===== src/rtl/mem_port_arbiter.sv =====
// Two-requester arbiter sharing one single-port memory between instruction fetch
// and load/store; alternates on contention, one-cycle ack, sticky timeout error.
module mem_port_arbiter #(
  parameter int ADDR_W      = 32,
  parameter int DATA_W      = 32,
  parameter int TIMEOUT_CYC = 16
) (
  input  logic              clk,
  input  logic              rst,
  input  logic              if_req,
  input  logic [ADDR_W-1:0] if_addr,
  output logic [DATA_W-1:0] if_rdata,
  output logic              if_ack,
  input  logic              d_req,
  input  logic              d_we,
  input  logic [ADDR_W-1:0] d_addr,
  input  logic [DATA_W-1:0] d_wdata,
  output logic [DATA_W-1:0] d_rdata,
  output logic              d_ack,
  output logic              mem_req,
  output logic              mem_we,
  output logic [ADDR_W-1:0] mem_addr,
  output logic [DATA_W-1:0] mem_wdata,
  input  logic [DATA_W-1:0] mem_rdata,
  input  logic              mem_ready,
  output logic              stall,
  output logic              err,
  output logic [1:0]        dbg_state_o
);

  typedef enum logic [1:0] {
    IDLE  = 2'd0,
    GNT_I = 2'd1,
    GNT_D = 2'd2
  } state_t;

  localparam logic [7:0] TMO_LAST = 8'(TIMEOUT_CYC - 1);

  state_t            state_q;
  logic              last_d_q;
  logic [7:0]        cnt_q;
  logic              mem_req_q, mem_we_q;
  logic [ADDR_W-1:0] mem_addr_q;
  logic [DATA_W-1:0] mem_wdata_q;
  logic [DATA_W-1:0] if_rdata_q, d_rdata_q;
  logic              if_ack_q, d_ack_q, err_q;
  logic              i_vld, d_vld, done;
  logic [DATA_W-1:0] rdata_d;

  // A port's request is invisible in its own ack cycle.
  assign i_vld   = if_req & ~if_ack_q;
  assign d_vld   = d_req & ~d_ack_q;
  assign done    = mem_ready | (cnt_q == TMO_LAST);
  assign rdata_d = mem_ready ? mem_rdata : '0;

  always_ff @(posedge clk or negedge rst) begin
    if (!rst) begin
      state_q     <= IDLE;
      last_d_q    <= 1'b1;
      cnt_q       <= '0;
      mem_req_q   <= 1'b0;
      mem_we_q    <= 1'b0;
      mem_addr_q  <= '0;
      mem_wdata_q <= '0;
      if_rdata_q  <= '0;
      d_rdata_q   <= '0;
      if_ack_q    <= 1'b0;
      d_ack_q     <= 1'b0;
      err_q       <= 1'b0;
    end else begin
      if_ack_q <= 1'b0;
      d_ack_q  <= 1'b0;
      case (state_q)
        IDLE: begin
          if (i_vld && (!d_vld || last_d_q)) begin
            state_q     <= GNT_I;
            last_d_q    <= 1'b0;
            cnt_q       <= '0;
            mem_req_q   <= 1'b1;
            mem_we_q    <= 1'b0;
            mem_addr_q  <= if_addr;
            mem_wdata_q <= '0;
          end else if (d_vld) begin
            state_q     <= GNT_D;
            last_d_q    <= 1'b1;
            cnt_q       <= '0;
            mem_req_q   <= 1'b1;
            mem_we_q    <= d_we;
            mem_addr_q  <= d_addr;
            mem_wdata_q <= d_wdata;
          end
        end
        GNT_I, GNT_D: begin
          // Completion and timeout abort share one path; an abort returns zero data.
          if (done) begin
            if (state_q == GNT_I) begin
              if_rdata_q <= rdata_d;
              if_ack_q   <= 1'b1;
            end else begin
              if (!mem_we_q) d_rdata_q <= rdata_d;
              d_ack_q <= 1'b1;
            end
            if (!mem_ready) err_q <= 1'b1;
            mem_req_q <= 1'b0;
            mem_we_q  <= 1'b0;
            state_q   <= IDLE;
          end else begin
            cnt_q <= cnt_q + 8'd1;
          end
        end
        default: state_q <= IDLE;
      endcase
    end
  end

  assign if_rdata    = if_rdata_q;
  assign if_ack      = if_ack_q;
  assign d_rdata     = d_rdata_q;
  assign d_ack       = d_ack_q;
  assign mem_req     = mem_req_q;
  assign mem_we      = mem_we_q;
  assign mem_addr    = mem_addr_q;
  assign mem_wdata   = mem_wdata_q;
  assign err         = err_q;
  assign stall       = (if_req & ~if_ack_q) | (d_req & ~d_ack_q);
  assign dbg_state_o = state_q;

endmodule


===== config.mk =====
export PLATFORM = sky130hd
export DESIGN_NAME = mem_port_arbiter
export DESIGN_NICKNAME = d
export VERILOG_FILES = /design/src/rtl/mem_port_arbiter.sv
export SDC_FILE = /design/constraint.sdc
export NUM_CORES = 1
export LEC_CHECK = 0
export BUFFER_PORTS_ARGS = -buffer_cell sky130_fd_sc_hd__buf_2
export CAP_MARGIN = 0
export CORE_ASPECT_RATIO = 0.6
export CORE_MARGIN = 2
export CORE_UTILIZATION = 43
export DETAILED_ROUTE_END_ITERATION = 12
export PLACE_DENSITY_LB_ADDON = 0.3
export SLEW_MARGIN = 5
export SYNTH_ARGS = -nofsm -noshare
export SYNTH_HDL_FRONTEND = slang
export SYNTH_SLANG_ARGS = --single-unit

===== constraint.sdc =====
create_clock -name clk -period 7.35 [get_ports clk]
set_clock_uncertainty 0.15 [all_clocks]
set_input_delay 1.1025 -clock clk [delete_from_list [all_inputs] [get_ports clk]]
set_output_delay 1.1025 -clock clk [all_outputs]
set_load 0.01 [all_outputs]

# Word-level counts from Yosys, hierarchy flattened
# Cells that the tools add are included.
[op_classes]
addsub = 1
n_eq_ne = 6
mux = 27
bitwise = 9
reduce_logical = 14
[op_table]
columns = ["operator", "n"]
rows = [
  ["$mux 32", 5],
  ["$mux 8", 3],
  ["$pmux 8 s2", 1],
  ["$mux 1", 12],
  ["$reduce_and 3->1", 4],
  ["$add 8x1->8 const B", 1],
  ["$eq 8x4->1 const B", 1],
  ["$mux 2", 3],
  ["$not 1->1", 5],
  ["$ne 2x2->1 const B", 2],
  ["$pmux 1 s2", 2],
  ["$pmux 2 s2", 1],
  ["$reduce_and 2->1", 2],
  ["$reduce_and 4->1", 1],
  ["$reduce_bool 2->1", 2],
  ["$ne 3x3->1 const B", 1],
  ["$and 1x1->1", 2],
  ["$eq 2x1->1 const B", 1],
  ["$eq 2x2->1 const B", 1],
  ["$logic_not 2->1", 1],
  ["$or 1x1->1", 2],
  ["$reduce_or 2->1", 1],
  ["$logic_and 1x1->1", 1],
  ["$logic_not 1->1", 1],
  ["$logic_or 1x1->1", 1],
]
[word_totals]
ff_bits = 144
inputBits = 134
output_inout_bits = 136
word_cells = 69

# Depth between registers and ports, before layout
# Gate-level depths: netlist of the first run.
[depth]
word_depth = 7
mapped_depth = 9
mapped_depth_nobuf = 6

# Worst setup path before layout of the first run
# OpenSTA, ideal clock, no wires.
[synth_timing]
path_type = "reg-to-reg"
start = "register state_q[0], in the netlist dbg_state_o[0]"
end = "register d_rdata_q[10], in the netlist d_rdata[10]"
setup_time_ns = 0.125
arrival_ns = 2.444
required_time_ns = 7.075
slack_ns = 4.631
stages_incl_launch_ff = 10
n_path_buf = 3
period_less_slack_ns = 2.719
cell_sequence = "dfrtp_1 > inv_1 > ha_1 > buf_2 > or4b_1 > o2bb2a_4 > or3_1 > buf_6 > buf_12 > mux2_4"
[synth_between]
elab_chain_cells = 3
elab_cells_between_ends = 5
classes_between = "eq/ne (2); bitwise (1); reduce/logical (2)"
[synth_lines]
columns = ["item", "line_no", "rtl"]
rows = [
  ["start, declared", "39", "state_t state_q;"],
  ["start signal, assigned", "58", "state_q <= IDLE;"],
  ["start signal, assigned", "76", "state_q <= GNT_I;"],
  ["start signal, assigned", "84", "state_q <= GNT_D;"],
  ["$eq 2x1->1 or $eq 2x2->1 (tied branches)", "73, 96", ""],
  ["$reduce_or 2->1 or $not 1->1 (tied branches)", "--", ""],
  ["$reduce_and 4->1 (no source line) *", "--", ""],
  ["end signal, assigned", "100", "if (!mem_we_q) d_rdata_q <= rdata_d;"],
  ["end, declared", "45", "logic [DATA_W-1:0] if_rdata_q, d_rdata_q;"],
]
# Mark *: on every way between the ends. The rest lies on a longest branch, timed or not.
# A chain may end at the register's enable or synchronous reset.

# Worst setup path in the final report of the first run
[layout_timing]
start = "register state_q[0], in the netlist dbg_state_o[0]"
end = "register d_rdata_q[12], in the netlist d_rdata[12]"
# The elaborated chain is that of the path after synthesis.

==> results.yml, run 1 <==
logic_synthesis:
  synth_ff_type: "dfrtp_1"
  synth.top_cell.area_share: 0.580
  async_reset_ff_frac: 1.00
  netlist-cell-type-count: 39
  synth-seq-cells: 144
  synth_seq_area_share: 0.584
  synth_edf_count: 0
  synth_area_leaders: "dfrtp_1 58%, a22o_1 14%, mux2_4 7.3%"
  syn_inst: 442
  avgSynthCellArea_um2: 14.0
  synth_top_area_cell: "dfrtp_1"
  syn_area_um2: 6170
  syn_nets: 579
  yosysWarnings: 0
sta:
  fmax_mhz: 306
  fin_ws_ns: 4.08
  rsz0062_at_grt: "false"
  setup_viol: 0
  fin_crit_sh: 0.445
  slew_viol_final: 0
  timing.final.crit_period_ns: 3.27
  tightest_slew_ns: 1.09
  slew_headroom: 0.276
  fin_setup_tns_ns: 0
  hold_viol_final: 0
  hold_slack_ns: 0.300
clock_network:
  h-tree-depth: 4
  clkLatencyLatePin_ns: 0.40
  cts_buffer_depth: 2
  postCtsSetupRepairBufs: 0
  cts_tree: "yes"
  cts-resized-gates: 0
  cts.sinks: 144
  numCtsBuffers: 17
  path_clk_slew_ns: 0.06
  root_buffer: "clkbuf_16"
  holdBufCountCts: 0
grt:
  grt.overflow.total: 0
  grt_pass1_wl_mm: 24.7
  grt_pass1_vias: 4787
  grt_usage: 0.204
  antenna_found_initial: 0
  grt_max_degree: 74
routing:
  vias: 4681
  wirelength_mm: 15.5
  ant_nets: 0
  drtIter0Drc: 313
  wire_per_inst_um: 17.1
  drc_errors: 0
  drt_first_pass_iters: 4
  viasPerCell: 5.17
setup_path:
  worstPathArrival_ns: 3.41
  critPathMaxFanout: 32
  path_class: "reg2reg"
  worstSetupEndpointType: "register"
  start_kind: "register"
  reg2reg_to: "d_rdata[12]$_DFFE_PN0P_"
  cp_data_required_time_ns: 7.49
  reg2reg_slack_ns: 4.08
  r2r_start: "dbg_state_o[0]$_DFFE_PN0P_"
  rr_worst_depth: 6
place:
  place_hpwl_mm: 11.0
  place_ws_ns: 3.88
  gp_congestion: 0.842
  numPortBuffers: 269
power:
  peakVddDrop_v: 0.000213
  p_leak_nw: 4.48
  pwr_density_cell_nw_per_um2: 442
final_layout:
  final_common_cell: "buf_2"
  finalNetCount: 839
  area_delta_synth_final_pct: 34.7
  final_layout_size_suffix_gt1_frac: 0.531
  fillers: 1124
  diodes: 0
  multi_input_area_um2: 2370
  final-seq-area_um2: 3600
  layout_common_cells: "268 x buf_2, 143 x dfrtp_1, 99 x a22o_1"
hold_path:
  holdPathStages: 1
  hold_path.class: "reg2reg"
  min_to: "err$_DFFE_PN0P_"
  hp-start: "err$_DFFE_PN0P_"
flow_run:
  max-cap-violations: 0
floorplanning:
  die_w_um: 159
  core_area_um2: 13800
  row_count: 33
  num_io_pins: 270
  die_area_um2: 15300
  fp.dieH_um: 96.8
  start_util: 0.446
status:
  status: "completed"
==> sequential cells by signal, summed over array words and instances, names as in the netlist <==
register / flops
mem_req: 1
last_d_q: 1
if_rdata: 32
mem_addr: 32
dbg_state_o: 2
cnt_q: 8
err: 1
mem_wdata: 32
if_ack: 1
d_ack: 1
mem_we: 1
d_rdata: 32
==> synth_stat cells, types with 3 or more instances <==
cell and instances:
nor2_1 5, mux2_4 30, mux2_2 36, clkbuf_1 29
nor2b_1 4, dfrtp_1 143, ha_1 3, and2_1 32
inv_1 4, o21ai_0 5, a22o_1 99, nand2_1 7
buf_12 3, nand3_1 4, o211ai_1 3, nor4_1 3
nor3_1 3
==> critical path, cell delays in order (launching register included) <==
cell	delay, ns
dfrtp_1	0.39
inv_1	0.06
ha_1	0.46
or4b_1	0.49
o2bb2a_4	0.23
or3_2	0.87
mux2_4	0.47
==> routing by layer <==
metal | up-vias | routed length [um] | global-route usage
met5 | - | 0 | 0
met1 | 2330 | 6850 | 0.273
met2 | 157 | 7420 | 0.322
met4 | 0 | 301 | 0.0755
met3 | 25 | 907 | 0.0493
li1 | 2169 | - | -
==> worst max path at each step <==
stage | depth (start not counted) | slack, ns | start | end
floorplan | 9 | 4.63 | dbg_state_o[0]$_DFFE_PN0P_ | d_rdata[10]$_DFFE_PN0P_
global placement | 4 | 3.96 | mem_ready | d_rdata[15]$_DFFE_PN0P_
detailed placement | 4 | 3.88 | mem_ready | d_rdata[12]$_DFFE_PN0P_
CTS | 6 | 4.06 | dbg_state_o[0]$_DFFE_PN0P_ | d_rdata[12]$_DFFE_PN0P_
global route | 6 | 3.92 | dbg_state_o[0]$_DFFE_PN0P_ | d_rdata[12]$_DFFE_PN0P_
finish | 6 | 4.08 | dbg_state_o[0]$_DFFE_PN0P_ | d_rdata[12]$_DFFE_PN0P_
==> per-stage QoR <==
stage	total power, mW	cells	util	area (um^2)
floorplan	2.19	442	-	6170
global placement	2.66	875	0.552	7630
detailed placement	2.72	875	0.552	7630
CTS	3.71	906	0.601	8310
global route	3.89	906	0.601	8310
finish	3.67	906	0.601	8310
==> area by class of cell <==
class	instances	area share
clock buffer	19	0.0533
clock inverter	12	0.0277
tap	192	0.0289
timing repair buffer	276	0.169
inverter	4	0.00181
sequential	144	0.434
multi-input combinational	259	0.285
==> where the power goes <==
group / leakage [nW] / switching, mW / internal [mW]
logic: 2.31 / 0.697 / 0.694
registers: 1.85 / 0.184 / 1.12
clock network: 0.321 / 0.330 / 0.648
==> cell families (layout without fill, tap and decap cells) <==
logic type                 count (synthesis)  count (layout)  synth area share
AOI/OAI and AO/OA                        120             120             0.169
buffers and inverters                     39             311            0.0343
muxes                                     67              67             0.140
and+or+nand+nor                           68              68            0.0643
adders and majority gates                  3               3           0.00609
DFF                                      144             144             0.585
xor gates and xnor gates                   1               1           0.00142
(Power assumes the default switching activity.)
==> run 2: changes to the inputs <==
clock period = 3.4 ns   (was 7.35 ns; I/O delays follow)
==> run 2 against run 1 <==
  * Power rose by 110%
  * Combinational power increased by 120%
  * Clock-buffer cell count is the same
  * Worst setup slack got worse by 3.7 ns
  * Critical path depth is 1 higher
  * Register-to-register slack got worse by 3.7 ns
  * Sequential power rose by 120%
  * First-iteration DRC count down 11%
==> results.yml, run 2 (synthesized netlist as in run 1, its figures left out) <==
status:
  status: "completed"
sta:
  fin_crit_sh: 0.899
  rsz0062_at_grt: "false"
  fin_setup_tns_ns: 0
  setup_viol: 0
  tightest_slew_ns: 1.01
  hold_slack_ns: 0.00926
  slew_viol_final: 0
  fin_ws_ns: 0.342
  slew_headroom: 0.318
  hold_viol_final: 0
  fmax_mhz: 327
  timing.final.crit_period_ns: 3.06
grt:
  grt.overflow.total: 0
  grt_max_degree: 88
  antenna_found_initial: 0
  grt_pass1_vias: 4846
  grt_usage: 0.201
  grt_pass1_wl_mm: 24.3
setup_path:
  r2r_start: "dbg_state_o[0]$_DFFE_PN0P_"
  path_class: "reg2reg"
  rr_worst_depth: 7
  path_cells: "inv_1 -> ha_1 -> or4b_1 -> o2bb2a_4 -> or3_2 -> buf_4 -> mux2_4"
  cp_data_required_time_ns: 3.53
  reg2reg_slack_ns: 0.34
  cp_slowest_stage_delay_ns: 0.50
  worstPathArrival_ns: 3.19
  reg2reg_to: "d_rdata[19]$_DFFE_PN0P_"
  start_kind: "register"
  worstSetupEndpointType: "register"
  critPathMaxFanout: 32
  slowest_stage: "or4b_1"
clock_network:
  h-tree-depth: 4
  path_clk_slew_ns: 0.06
  root_buffer: "clkbuf_16"
  clkLatencyLatePin_ns: 0.40
  cts-resized-gates: 0
  numCtsBuffers: 17
  postCtsSetupRepairBufs: 0
  cts.sinks: 144
  cts_buffer_depth: 2
  cts_tree: "yes"
  holdBufCountCts: 0
routing:
  vias: 4749
  met2WireLength_mm: 7.44
  wire_per_inst_um: 17.0
  viasPerCell: 5.21
  wirelength_mm: 15.5
  ant_nets: 0
  drtIter0Drc: 279
  wl_met3_um: 984
  drc_errors: 0
  drt_first_pass_iters: 4
  top_layer: "met4"
  drt-met1-wl_mm: 6.92
hold_path:
  hold_path.class: "in2async"
power:
  peakVddDrop_v: 0.000448
  power_mw: 7.67
  swShare: 0.343
  seq_power_share: 0.368
  p_sw_mw: 2.63
  power.internal_mw: 5.04
  clkPwrFrac: 0.240
  pwr_density_cell_nw_per_um2: 928
  p_comb_frac: 0.392
  p_leak_nw: 4.46
floorplanning:
  die_area_um2: 15300
  fp.dieH_um: 96.8
  core_area_um2: 13800
  row_count: 33
  num_io_pins: 270
  start_util: 0.446
  die_w_um: 159
place:
  numPortBuffers: 269
  place_hpwl_mm: 11.1
  place_ws_ns: 0.392
  gp_congestion: 0.775
final_layout:
  finalNetCount: 843
  final_common_cell: "buf_2"
  utilization: 0.597
  layout_common_cells: "268 x buf_2, 143 x dfrtp_1, 99 x a22o_1"
  diodes: 0
  area_delta_synth_final_pct: 33.9
  final_layout_size_suffix_gt1_frac: 0.534
flow_run:
  max-cap-violations: 0
run 2: cell types whose count changed in the layout (fill, tap and decap cells not counted), sizes merged:
| cell | before | now |
|---|---|---|
| buf | 276 | 280 |
| bufinv | 6 | 2 |
| clkinv | 1 | 4 |
| clkinvlp | 2 | 3 |
| inv | 7 | 8 |
run 2: cell type report:
type                       instances  area (um^2)
fill                            1124         5570
sequential                       144         3600
multi-input combinational        259         2370
timing repair buffer             280         1440
clock buffer                      19          443
tap                              192          240
clock inverter                    13          153
inverter                           4         15.0
run 2: worst max path at each step:
stage,startpoint,to,cells after the start
after floorplan,dbg_state_o[0]$_DFFE_PN0P_,d_rdata[10]$_DFFE_PN0P_,9
after global placement,dbg_state_o[0]$_DFFE_PN0P_,d_rdata[29]$_DFFE_PN0P_,7
after detailed placement,dbg_state_o[0]$_DFFE_PN0P_,d_rdata[19]$_DFFE_PN0P_,7
after CTS,dbg_state_o[0]$_DFFE_PN0P_,d_rdata[19]$_DFFE_PN0P_,7
after global routing,dbg_state_o[0]$_DFFE_PN0P_,d_rdata[19]$_DFFE_PN0P_,7
final,dbg_state_o[0]$_DFFE_PN0P_,d_rdata[19]$_DFFE_PN0P_,7
run 2: through the flow:
step	area (um^2)	std cells
after global placement	7660	879
final	8260	911
after floorplan	6170	442
after CTS	8260	911
after global routing	8260	911
after detailed placement	7660	879
run 2: worst max-delay path, delay by kind of cell, from the launching register on:
| kind | cells | cell delay, ns |
|---|---|---|
| adders and majority gates | 1 | 0.47 |
| muxes | 1 | 0.37 |
| buffers and inverters | 2 | 0.40 |
| DFF | 1 | 0.40 |
| AOI/OAI and AO/OA | 1 | 0.23 |
| and+or+nand+nor | 2 | 0.90 |
run 2: power by group through the flow:
stage	Clock (mW)	Sequential, mW	Combinational [mW]
floorplan	0	3.11	1.62
global placement	0	2.80	2.97
detailed placement	0	2.83	3.04
CTS	1.89	2.82	3.04
global route	1.98	2.90	3.25
finish	1.84	2.82	3.01
run 2: metal layers:
metal,up-vias,track usage
li1,2179,-
met1,2385,0.267
met2,172,0.326
met3,13,0.0506
met4,0,0.0596
met5,-,0
==> run 3: changes to the inputs <==
ABC_CLOCK_PERIOD_IN_PS = 3400   (was unset)
CTS_BUF_LIST = sky130_fd_sc_hd__clkbuf_4 sky130_fd_sc_hd__clkbuf_8 sky130_fd_sc_hd__clkbuf_16   (was unset)
SKIP_LAST_GASP = 1   (was unset)
==> run 3 against run 2 <==
  * Utilization is essentially flat
  * Wire length about the same
  * Power is 0.17% higher
  * Register-to-register slack barely moved
  * Maximum frequency is 0.17% higher
  * Highest routed layer unchanged
  * Worst hold slack got worse by 0.0048 ns
  * Sequential cell count unchanged
  * Sequential power about the same
  * Combinational power barely moved
==> results.yml, run 3 (synthesized netlist as in run 1, its figures left out) <==
setup_path:
  critPathMaxFanout: 32
  start_kind: "register"
  reg2reg_slack_ns: 0.35
  cp_data_required_time_ns: 3.53
  reg2reg_to: "d_rdata[19]$_DFFE_PN0P_"
  path_class: "reg2reg"
  worstPathArrival_ns: 3.19
  worstSetupEndpointType: "register"
  r2r_start: "dbg_state_o[0]$_DFFE_PN0P_"
  rr_worst_depth: 7
sta:
  hold_slack_ns: 0.00451
  timing.final.crit_period_ns: 3.05
  fmax_mhz: 328
  fin_ws_ns: 0.348
  rsz0062_at_grt: "false"
  fin_setup_tns_ns: 0
  slew_headroom: 0.317
  slew_viol_final: 0
  tightest_slew_ns: 1.01
  fin_crit_sh: 0.898
  setup_viol: 0
  hold_viol_final: 0
clock_network:
  root_buffer: "clkbuf_16"
  cts_tree: "yes"
  postCtsSetupRepairBufs: 0
  cts-resized-gates: 0
  h-tree-depth: 4
  path_clk_slew_ns: 0.06
  cts.sinks: 144
  numCtsBuffers: 17
  cts_buffer_depth: 2
  clkLatencyLatePin_ns: 0.40
  holdBufCountCts: 0
grt:
  antenna_found_initial: 0
  grtUsageMet3: 0.0506
  grt_pass1_vias: 4851
  grt_pass1_wl_mm: 24.3
  grt_max_degree: 88
  grt_use_met1: 0.267
  grt.overflow.total: 0
  use_met2: 0.327
  grt_usage: 0.201
  busiest_layer: "met2"
place:
  numPortBuffers: 269
  place_ws_ns: 0.392
  place_hpwl_mm: 11.1
  gp_congestion: 0.775
routing:
  vias: 4754
  wirelength_mm: 15.5
  drc_errors: 0
  ant_nets: 0
  drtIter0Drc: 255
  viasPerCell: 5.22
  wire_per_inst_um: 17.0
  drt_first_pass_iters: 4
final_layout:
  layout_common_cells: "268 x buf_2, 143 x dfrtp_1, 99 x a22o_1"
  utilization: 0.597
  fillers: 1124
  final_common_cell: "buf_2"
  final_layout_size_suffix_gt1_frac: 0.535
  diodes: 0
  finalNetCount: 843
  area_delta_synth_final_pct: 34.0
status:
  status: "completed"
floorplanning:
  num_io_pins: 270
  row_count: 33
  core_area_um2: 13800
  start_util: 0.446
  fp.dieH_um: 96.8
  die_w_um: 159
  die_area_um2: 15300
power:
  power_mw: 7.68
  p_leak_nw: 4.46
  peakVddDrop_v: 0.000448
  pwr_density_cell_nw_per_um2: 929
flow_run:
  max-cap-violations: 0
hold_path:
  hold_path.class: "in2async"
## run 3: cell types whose count changed in the layout (fill, tap and decap cells not counted)
cell and change:
clkbuf_4 +1, clkbuf_1 -1
## run 3: layout make-up
class | instances | area [um^2] | share of cell area
flip-flops and latches | 144 | 3600 | 0.436
multi-input cells | 259 | 2370 | 0.287
repair buffers | 280 | 1440 | 0.174
clock buffers | 19 | 447 | 0.0540
well taps | 192 | 240 | 0.0291
clock inverters | 13 | 153 | 0.0185
inverters | 4 | 15.0 | 0.00182
## run 3: layer usage
layer	part of all wire	vias to the layer above
li1	-	2179
met1	0.45	2379
met2	0.48	182
met3	0.066	14
met4	0.0099	0
met5	0	-
## run 3: per-stage QoR
step	std cells	instance area [um^2]
detailed placement	879	7660
finish	911	8260
floorplan	442	6170
global placement	879	7660
global route	911	8260
CTS	911	8260
## run 3: power by group
part	switching, mW	leakage [nW]	total (mW)	internal, mW
combinational	1.50	2.33	3.01	1.50
clock	0.730	0.285	1.85	1.12
sequential	0.400	1.85	2.82	2.42
total	2.63	4.46	7.68	5.04
## run 3: how the worst max path moves through the flow
| stage | from | endpoint | slack [ns] | depth (start not counted) |
|---|---|---|---|---|
| floorplan | dbg_state_o[0]$_DFFE_PN0P_ | d_rdata[10]$_DFFE_PN0P_ | 0.68 | 9 |
| global placement | dbg_state_o[0]$_DFFE_PN0P_ | d_rdata[29]$_DFFE_PN0P_ | 0.48 | 7 |
| detailed placement | dbg_state_o[0]$_DFFE_PN0P_ | d_rdata[19]$_DFFE_PN0P_ | 0.39 | 7 |
| CTS | dbg_state_o[0]$_DFFE_PN0P_ | d_rdata[19]$_DFFE_PN0P_ | 0.37 | 7 |
| global route | dbg_state_o[0]$_DFFE_PN0P_ | d_rdata[19]$_DFFE_PN0P_ | 0.26 | 7 |
| finish | dbg_state_o[0]$_DFFE_PN0P_ | d_rdata[19]$_DFFE_PN0P_ | 0.35 | 7 |
## run 3: worst max-delay path: stages (launching register included)
cell and delay (ns):
dfrtp_1 0.40, inv_1 0.07, ha_1 0.47, or4b_1 0.50, o2bb2a_4 0.23, or3_2 0.40, buf_4 0.33, mux2_4 0.37
